<file path="src/rtl/dw_kernel_reg.sv">
// Double-buffered depthwise kernel register: words stream into a fill bank while the
// depthwise engine reads the other bank; the two banks behave as a two-deep kernel FIFO.
module dw_kernel_reg #(
    parameter int DW    = 32,
    parameter int KSIZE = 3
) (
    input  logic                        clk,
    input  logic                        rst_n,
    input  logic [DW-1:0]               dw_in,
    input  logic                        dw_valid,
    output logic                        dw_ready,
    output logic [KSIZE*KSIZE*DW-1:0]   k_data,
    output logic                        k_valid,
    input  logic                        k_release,
    output logic                        dw_comp,
    input  logic                        flush
);

    localparam int KN  = KSIZE * KSIZE;
    localparam int WCW = (KN > 1) ? $clog2(KN) : 1;
    localparam int IW  = $clog2(2 * KN);

    // Bank b, word w lives at flat index b*KN + w.
    logic [DW-1:0]  bank_q [2*KN];
    logic [1:0]     full_q, full_d;
    logic           fb_q, fb_d;
    logic           rb_q, rb_d;
    logic [WCW-1:0] wc_q, wc_d;
    logic           dw_comp_q, dw_comp_d;

    logic           accept;
    logic           release_k;
    logic           last_word;
    logic           wr_en;
    logic [IW-1:0]  wr_idx;

    assign dw_ready  = !full_q[fb_q];
    assign k_valid   = full_q[rb_q];
    assign dw_comp   = dw_comp_q;

    assign accept    = dw_valid && dw_ready;
    assign release_k = k_release && k_valid;
    assign last_word = (wc_q == WCW'(KN - 1));
    assign wr_en     = accept && !flush;
    assign wr_idx    = fb_q ? (IW'(KN) + IW'(wc_q)) : IW'(wc_q);

    always_comb begin
        full_d    = full_q;
        fb_d      = fb_q;
        rb_d      = rb_q;
        wc_d      = wc_q;
        dw_comp_d = 1'b0;
        if (flush) begin
            full_d = 2'b00;
            fb_d   = 1'b0;
            rb_d   = 1'b0;
            wc_d   = '0;
        end else begin
            // A fill can only target an empty bank and a release only a full one,
            // so both updates touch different bits of full when they coincide.
            if (accept) begin
                if (last_word) begin
                    full_d[fb_q] = 1'b1;
                    wc_d         = '0;
                    fb_d         = !fb_q;
                end else begin
                    wc_d = wc_q + WCW'(1);
                end
            end
            if (release_k) begin
                full_d[rb_q] = 1'b0;
                rb_d         = !rb_q;
                dw_comp_d    = 1'b1;
            end
        end
    end

    always_ff @(posedge clk or negedge rst_n) begin
        if (!rst_n) begin
            full_q    <= 2'b00;
            fb_q      <= 1'b0;
            rb_q      <= 1'b0;
            wc_q      <= '0;
            dw_comp_q <= 1'b0;
        end else begin
            full_q    <= full_d;
            fb_q      <= fb_d;
            rb_q      <= rb_d;
            wc_q      <= wc_d;
            dw_comp_q <= dw_comp_d;
        end
    end

    // Flush leaves contents alone; the cleared flags keep stale words from being used.
    always_ff @(posedge clk or negedge rst_n) begin
        if (!rst_n) begin
            for (int i = 0; i < 2*KN; i++) begin
                bank_q[i] <= '0;
            end
        end else if (wr_en) begin
            bank_q[wr_idx] <= dw_in;
        end
    end

    genvar gi;
    generate
        for (gi = 0; gi < KN; gi++) begin : g_kdata
            assign k_data[gi*DW +: DW] = rb_q ? bank_q[KN + gi] : bank_q[gi];
        end
    endgenerate

endmodule

</file>
<file path="config.mk">
export PLATFORM = sky130hd
export DESIGN_NAME = dw_kernel_reg
export DESIGN_NICKNAME = d
export VERILOG_FILES = /design/src/rtl/dw_kernel_reg.sv
export SDC_FILE = /design/constraint.sdc
export NUM_CORES = 1
export LEC_CHECK = 0
export BUFFER_PORTS_ARGS = -buffer_cell sky130_fd_sc_hd__buf_2
export CAP_MARGIN = 5
export CORE_MARGIN = 5
export CORE_UTILIZATION = 58
export DETAILED_ROUTE_END_ITERATION = 16
export PLACE_DENSITY = 0.8
export SLEW_MARGIN = 20
export SYNTH_ARGS = -nofsm -noshare
export SYNTH_HDL_FRONTEND = slang
export SYNTH_SLANG_ARGS = --single-unit
</file>
<file path="constraint.sdc">
create_clock -name clk -period 3.5 [get_ports clk]
set_input_delay 0.35 -clock clk [delete_from_list [all_inputs] [get_ports clk]]
set_output_delay 0.35 -clock clk [all_outputs]
set_load 0.1 [all_outputs]
</file>
=== Yosys cells after proc, flatten, opt, wreduce, memory -nomap -nowiden ===
Index checks and enable logic that the tools add are counted.

* Add/subtract/negate cells: 2
* Multiply operators: 0
* Div/mod/pow operators: 0
* Order comparisons: 6
* Equality and inequality tests: 1
* Shift-type cells: 0
* Mux-type cells: 36
* Bitwise gates (word level): 4
* Reductions and logical operators: 14

{| class="wikitable"
|+ Operators by type and width
! cell !! count
|-
| 576-bit bitwise mux || 1
|-
| 32-bit 2-to-1 mux || 10
|-
| 32-bit demux with 5-bit select || 1
|-
| 1-bit 2-to-1 mux || 13
|-
| 4-bit 2-to-1 mux || 3
|-
| 2-bit 2-to-1 mux || 5
|-
| 6-bit >= comparator, second input constant || 1
|-
| 1-bit logical AND || 6
|-
| 6-bit by 1-bit < comparator with 1-bit output, second input constant || 1
|-
| 5-bit inverter with 6-bit output || 1
|-
| 2-bit nonzero test || 3
|-
| 4-bit by 4-bit adder with 5-bit output, first input constant || 1
|-
| 5-bit 2-to-1 mux || 1
|-
| 4-bit by 1-bit adder with 4-bit output, second input constant || 1
|-
| 4-bit == test, second input constant || 1
|-
| 1-bit logical NOT || 4
|-
| 1-bit by 2-bit < comparator with 1-bit output, second input constant || 2
|-
| 2-bit AND || 1
|-
| 1-bit demux with 1-bit select || 2
|-
| 1-bit >= comparator, second input constant || 2
|-
| 2-bit inverter || 1
|-
| 2-bit OR || 1
|-
| 2-bit AND reduction || 1
|}

* Bits in registers: 585
* Bits in latches: 0
* Bits in writable memories: 0
* Bits in read-only memories: 0
* Output and inout port bits: 291
* Memories: 0

=== Logic depth before layout (Yosys ltp) ===
Gate-level depths: netlist of the first run.

* Depth after elaboration: 11
* Mapped depth: 9
* Depth with buffers taken out: 7

=== Least setup slack after synthesis of the first run ===
Ideal clock, no wire load.

* Kind: reg-to-reg
* Start point: register fb_q
* End point: register bank_q[449] (netlist bit)
* Setup time: 125 ps
* Data arrival time: 2422 ps
* Data required time: 3375 ps
* Setup slack: 953 ps
* Stages on the path, launching flop included: 9
* Path buffers: 3
* Clock period less this slack: 2547 ps
* Cells stage by stage: dfrtp_1 buf_4 mux2i_4 nand3b_4 nor4_4 nor2b_1 clkbuf_2 buf_6 mux2_2

* Elaborated cells between the ends (all ways): 13

{| class="wikitable"
|+ RTL lines
! what !! line !! source
|-
| start, declared || 26 || <nowiki>logic fb_q, fb_d;</nowiki>
|-
| start signal, assigned || 81 || <nowiki>fb_q <= 1'b0;</nowiki>
|-
| start signal, assigned || 87 || <nowiki>fb_q <= fb_d;</nowiki>
|-
| 1-bit 2-to-1 mux (implied by the code) (2 in a row) || 37 || <nowiki>assign dw_ready = !full_q[fb_q];</nowiki>
|-
| 1-bit logical NOT || 37 ||
|-
| via dw_ready || 11 || <nowiki>output logic dw_ready,</nowiki>
|-
| 1-bit logical AND || 41 || <nowiki>assign accept = dw_valid && dw_ready;</nowiki>
|-
| 1-bit logical AND || 44 || <nowiki>assign wr_en = accept && !flush;</nowiki>
|-
| end signal, assigned by index || 101 || <nowiki>bank_q[wr_idx] <= dw_in;</nowiki>
|-
| end, declared || 24 || <nowiki>logic [DW-1:0] bank_q [2*KN];</nowiki>
|}

The timed path passes the listed nets, and every way through them passes these cells. The select of a mux whose other input is x is not followed.
A chain may end at the register's enable or synchronous reset.

=== Worst setup path in the final report of the first run ===
* Start point: register wc_q[0]
* End point: register bank_q[137] (netlist bit)

* Word-level cells in the longest chain between the ends: 8
* Elaborated cells between the ends (all ways): 9

{| class="wikitable"
|+ RTL lines
! what !! line !! source
|-
| start, declared || 28 || <nowiki>logic [WCW-1:0] wc_q, wc_d;</nowiki>
|-
| start signal, assigned || 89 || <nowiki>wc_q <= wc_d;</nowiki>
|-
| 4-bit by 4-bit adder with 5-bit output || 45 || <nowiki>assign wr_idx = fb_q ? (IW'(KN) + IW'(wc_q)) : IW'(wc_q);</nowiki>
|-
| 5-bit 2-to-1 mux * || 45 ||
|-
| 5-bit inverter with 6-bit output (implied by the code) * || 101 ||
|-
| 6-bit >= comparator (implied by the code) / 6-bit by 1-bit < comparator with 1-bit output (equally long branches) || 101 ||
|-
| 1-bit logical AND (implied by the code) || 101 ||
|-
| 32-bit 2-to-1 mux (implied by the code) || 101 ||
|-
| 32-bit demux with 5-bit select * || 101 ||
|-
| 576-bit bitwise mux * || 101 ||
|}

Mark *: on every way between the ends. The rest lies on a longest branch, timed or not.

==> results of run 1 <==
[per-layer routing]
metal  routed length [um]  GRT usage [%]  share of wire, %
met5                    7              0             0.011
met4                 2277          8.737               3.7
met3                 3420          5.440               5.5
met1                26660          35.56                43
met2                29540          40.77                48
[worst max-delay path: stages (launching register included)]
cell and delay, ps:
dfrtp_1 480, inv_1 130, ha_1 380, or3b_1 370, o31ai_1 120, nor2b_2 330
nor2b_4 440, buf_12 240, mux2_2 350
[state kept, by name, indices dropped and copies added, names as in the netlist]
register  cells
dw_comp       1
full_q        2
wc_q          4
rb_q          1
fb_q          1
bank_q      576
[synthesized netlist by cell type (3+ instances only)]
cell type | count | share of area, %
clkbuf_1 | 65 | 0.95
buf_6 | 9 | 0.40
a21oi_1 | 6 | 0.12
nor3_1 | 3 | 0.059
mux2_1 | 5 | 0.22
nor2b_1 | 6 | 0.15
dfrtp_1 | 585 | 57
clkbuf_2 | 6 | 0.12
buf_2 | 38 | 0.74
mux2_2 | 861 | 38
nand2_1 | 18 | 0.26
nor2_1 | 6 | 0.088
buf_4 | 11 | 0.32
and3_1 | 3 | 0.073
inv_1 | 4 | 0.059
[power groups by stage]
stage          logic (mW)  registers, mW  clock network [mW]
2_1_floorplan        4.63           7.51                   0
3_3_place_gp         5.53           7.55                   0
3_5_place_dp         5.57           7.59                   0
4_1_cts              5.59           7.47                6.31
5_1_grt              5.72           7.53                6.61
6_report             5.55           7.47                6.19
[area by class of cell]
class,count,share of cell area (%)
inverters,4,0.05034
repair buffers,363,7.409
diodes,1,0.008391
clock inverters,14,0.4992
multi-input cells,941,34.58
clock buffers,89,5.873
flip-flops and latches,585,49.10
well taps,592,2.484
[cell families (layout without fill, tap and decap cells)]
kind of cell	Yosys count	count (layout)	share of synthesized area [%]
AO/OA/AOI/OAI	20	20	0.5338
XOR/XNOR	1	1	0.03428
adder cells (fa/ha/maj)	2	2	0.09792
buffers and inverters	133	470	2.595
flip-flops	585	585	57.29
multiplexers	869	869	38.33
other	0	1	0
AND/OR/NAND/NOR	49	49	1.116
[worst paths after layout]
path / slack, ps / start / end
min reg2reg: 490 / bank_q[118] / bank_q[118]
min: 70 / k_release / dw_comp
max reg2reg: 490 / wc_q[0] / bank_q[137]
max: 490 / wc_q[0] / bank_q[137]
min in group asynchronous: 370 / rst_n / bank_q[169]
max in group asynchronous: 2150 / rst_n / bank_q[367]
[per-stage QoR]
step | util, % | worst slack, ps | total power, mW | hold slack [ps] | area (um2)
after global routing | 67.88 | 362.6 | 19.86 | 40.83 | 29820
final | 67.89 | 494.0 | 19.21 | 72.44 | 29820
after global placement | 63.51 | 701.6 | 13.08 | 448.3 | 27900
after detailed placement | 63.51 | 552.5 | 13.16 | 459.5 | 27900
after floorplan | - | 953.0 | 12.14 | 54.41 | 25550
after CTS | 67.88 | 530.1 | 19.37 | 28.59 | 29820
==> flow_metrics.env, run 1 <==
export IMPL_synth_seq_area_share_pct=57.29
export IMPL_fin_crit_ps=3006
export IMPL_first_global_vias=16030
export IMPL_drive_gt1_share_pct=66.88
export IMPL_synth_distinct_cells=40
export IMPL_clock_root_buffer="clkbuf_16"
export IMPL_io_pins=328
export IMPL_rows=77
export IMPL_status="finished clean"
export IMPL_p_sw_share_pct=37.77
export IMPL_area_growth_synth_to_final_pct=16.72
export IMPL_reg2reg_depth=8
export IMPL_power_frac_seq_pct=38.9
export IMPL_vdd_drop_max_uv=556.1
export IMPL_synth_area_um2=25550
export IMPL_p_per_area_nw_per_um2=644.1
export IMPL_internal_power_mw=11.95
export IMPL_wirelength_um=61900
export IMPL_arrival_ps=3490
export IMPL_numPlacedInstances=2483
export IMPL_synthArstFlopShare_pct=100.0
export IMPL_finalSetupViolations=0
export IMPL_via_per_inst=5.759
export IMPL_layout_commonest_cell="mux2_2"
export IMPL_fin_crit_sh_pct=85.89
export IMPL_criticalPathCategory="flop to flop"
export IMPL_cp_max_fo=22
export IMPL_synth_edff_count=0
export IMPL_gp_congestion=0.8273
export IMPL_initial_core_util_pct=58.16
export IMPL_worst_pin_slew_ps=988.2
export IMPL_max_slew_margin_pct=33.89
export IMPL_postCtsSetupRepairBufs=0
export IMPL_wl_per_cell_um=23.91
export IMPL_pwr_share_comb_pct=28.9
export IMPL_fin_skew_ps=19.48
export IMPL_hold_buffers=2
export IMPL_first_iter_violations=930
export IMPL_layout_cells_non_filler=2589
export IMPL_grt_pass1_wl_um=95450
export IMPL_p_clk_share_pct=32.2
export IMPL_seqCellArea_um2=14640
export IMPL_worstSkewPairLatency_ps=610
export IMPL_cp_start_kind="flop"
export IMPL_worstHoldPathCells=2
export IMPL_p_switching_mw=7.256
export IMPL_maxCapViolations=0
export IMPL_ant_nets=0
export IMPL_io_buffers=327
export IMPL_fmax_ghz=0.3327
export IMPL_vias=14910
export IMPL_hold_viol=0
export IMPL_cts_clk_slew_worst_paths_ps=60
export IMPL_core_area_um2=43930
export IMPL_synth_yosys_warnings=0
export IMPL_rsz0062_at_grt="false"
export IMPL_synthFlopType="dfrtp_1"
export IMPL_crit_path_end_kind="flop"
export IMPL_die_x_um=219.9
export IMPL_cts_resized=0
export IMPL_cts_sinks=585
export IMPL_timing_final_max_slew_violations=0
export IMPL_p_leak_nw=15.53
export IMPL_synth_avg_cell_area_um2=15.40
export IMPL_multiInputGateArea_um2=10310
export IMPL_grt_max_degree=93
export IMPL_die_area_um2=48350
export IMPL_cts_buffer_depth=3
export IMPL_netlist_instances=1659
export IMPL_antenna_found_initial=1
export IMPL_cts_buffers_inserted=59
export IMPL_syn_nets=1698
export IMPL_dieHeight_um=219.9
export IMPL_ys_seq_elements=585
export IMPL_ctsHtreeMaxLevel=2
export IMPL_cp_required_ps=3980
export IMPL_dr_pass1_iters=5
export IMPL_grt_usage_pct=25.65
export IMPL_hp_class="input port to flop"
export IMPL_drc=0
export IMPL_fin_nets=1993
export IMPL_layout_common_cells="861 x mux2_2, 584 x dfrtp_1, 326 x buf_2"
export IMPL_grt_overflow=0
export IMPL_fill_cells=3101
export IMPL_setup_tns_ps=0
export IMPL_post_dp_hpwl_um=40640
export IMPL_cts_tree="built"
No activity file was read; power rests on OpenSTA's default activity.
==> inputs of run 2 (changes only) <==
- PLACE_DENSITY: 0.8 -> 0.82
==> flow_metrics.env, run 2 (synthesis gave the netlist of run 1 again) <==
export IMPL_status="finished clean"
export IMPL_core_area_um2=43930
export IMPL_cpPeakStageDelay_ps=470
export IMPL_rows=77
export IMPL_worst_pin_slew_ps=917.9
export IMPL_p_sw_share_pct=37.93
export IMPL_largest_reg_flops=576
export IMPL_num_antenna_cells=0
export IMPL_io_buffers=327
export IMPL_die_area_um2=48350
export IMPL_cp_required_ps=3980
export IMPL_finalSetupViolations=0
export IMPL_grt_pass1_wl_um=94560
export IMPL_numPlacedInstances=2482
export IMPL_grt_overflow=0
export IMPL_vdd_drop_max_uv=590.4
export IMPL_ant_nets=0
export IMPL_area_growth_synth_to_final_pct=15.99
export IMPL_hold_viol=0
export IMPL_first_global_vias=15970
export IMPL_layout_commonest_cell="mux2_2"
export IMPL_criticalPathCategory="flop to flop"
export IMPL_p_per_area_nw_per_um2=638.9
export IMPL_fin_skew_ps=13.83
export IMPL_largest_register="bank_q"
export IMPL_critPathSlowestCell="dfrtp_1"
export IMPL_met3_length_um=3394
export IMPL_internal_power_mw=11.75
export IMPL_hold_buffers=1
export IMPL_worstSkewPairLatency_ps=600
export IMPL_post_dp_hpwl_um=40330
export IMPL_setup_tns_ps=0
export IMPL_p_leak_nw=15.44
export IMPL_dr_pass1_iters=4
export IMPL_pwr_share_comb_pct=29.2
export IMPL_wirelength_um=61610
export IMPL_power_frac_seq_pct=39.5
export IMPL_dieHeight_um=219.9
export IMPL_cts_buffers_inserted=58
export IMPL_first_iter_violations=857
export IMPL_die_x_um=219.9
export IMPL_largestRegisters="bank_q (576), wc_q (4), full_q (2)"
export IMPL_cp_start_kind="flop"
export IMPL_finalPower_mw=18.94
export IMPL_grt_usage_pct=25.40
export IMPL_rsz0062_at_grt="false"
export IMPL_ctsHtreeMaxLevel=2
export IMPL_via_per_inst=5.768
export IMPL_cts_resized=0
export IMPL_max_slew_margin_pct=38.59
export IMPL_drc=0
export IMPL_antenna_found_initial=1
export IMPL_cts_tree="built"
export IMPL_p_clk_share_pct=31.3
export IMPL_fin_crit_ps=3013
export IMPL_reg2reg_setup_slack_ps=490
export IMPL_cts_clk_slew_worst_paths_ps=60
export IMPL_detailedPlace_worstSlack_ps=631.2
export IMPL_layout_common_cells="861 x mux2_2, 584 x dfrtp_1, 326 x buf_2"
export IMPL_gp_congestion=0.8235
export IMPL_path_cells="inv_1 -> ha_1 -> or3b_1 -> o31ai_1 -> nor2b_2 -> and3_2 -> buf_4 -> mux2_2"
export IMPL_wl_met2_um=30030
export IMPL_p_switching_mw=7.181
export IMPL_fin_nets=1990
export IMPL_hp_class="input port to flop"
export IMPL_initial_core_util_pct=58.16
export IMPL_crit_path_end_kind="flop"
export IMPL_fill_cells=3115
export IMPL_drive_gt1_share_pct=66.62
export IMPL_layout_cells_non_filler=2581
export IMPL_wirelength_met1_um=26350
export IMPL_cts_buffer_depth=3
export IMPL_arrival_ps=3490
export IMPL_io_pins=328
export IMPL_fin_ws_ps=486.5
export IMPL_postCtsSetupRepairBufs=0
export IMPL_topRoutingLayerUsed="met5"
export IMPL_cp_max_fo=32
export IMPL_timing_final_max_slew_violations=0
export IMPL_wl_per_cell_um=23.87
export IMPL_fmax_ghz=0.3318
export IMPL_maxCapViolations=0
export IMPL_whs_ps=58.10
export IMPL_clock_root_buffer="clkbuf_16"
export IMPL_cts_sinks=585
export IMPL_grt_max_degree=130
export IMPL_vias=14890
export IMPL_fin_crit_sh_pct=86.10
run 2: cell count changes in the layout (fill, tap and decap cells not counted):
cell / delta
diode_2: -1
dlygate4sd3_1: -1
clkbuf_1: +4
buf_4: +4
bufinv_16: -1
buf_12: -5
clkbuf_8: -1
clkinv_2: -5
clkbuf_16: -2
run 2: per-layer routing:
metal	vias to the layer above	GRT usage [%]
met1	7886	34.55
met2	370	41.43
met4	2	7.843
met5	-	0
li1	6524	-
met3	104	5.509
run 2: area by class of cell:
cell class | instances | area [um2] | share of cell area, %
tap | 592 | 740.7 | 2.499
sequential | 585 | 14640 | 49.41
timing repair buffer | 361 | 2130 | 7.185
clock inverter | 8 | 93.84 | 0.3166
multi-input combinational | 941 | 10310 | 34.80
clock buffer | 90 | 1703 | 5.746
inverter | 4 | 15.01 | 0.05066
run 2: worst paths after layout:
| path | startpoint | end | depth (start not counted) |
|---|---|---|---|
| max | wc_q[0] | bank_q[15] | 8 |
| min in group asynchronous | rst_n | bank_q[449] | 2 |
| min | flush | fb_q | 2 |
| max in group asynchronous | rst_n | bank_q[483] | 4 |
| max reg2reg | wc_q[0] | bank_q[15] | 8 |
| min reg2reg | bank_q[166] | bank_q[166] | 1 |
run 2: power groups by stage:
stage               Clock [mW]  Sequential [mW]  Combinational [mW]
floorplan                    0             7.51                4.63
global placement             0             7.55                5.51
detailed placement           0             7.59                5.55
CTS                       6.04             7.47                5.57
global route              6.35             7.52                5.70
finish                    5.93             7.47                5.54
run 2: metrics by stage:
step / area [um2] / util, %
after floorplan: 25550 / -
after detailed placement: 27830 / 63.35
after CTS: 29640 / 67.46
after global placement: 27830 / 63.35
after global routing: 29640 / 67.46
final: 29640 / 67.46
run 2: worst max-delay path: cells and delay by family, from the launching register on:
kind	cells	cell delay (ps)
compound gates	1	140
fa+ha+maj	1	380
buf+inv	2	530
flops	1	470
mux	1	400
simple gates	3	940
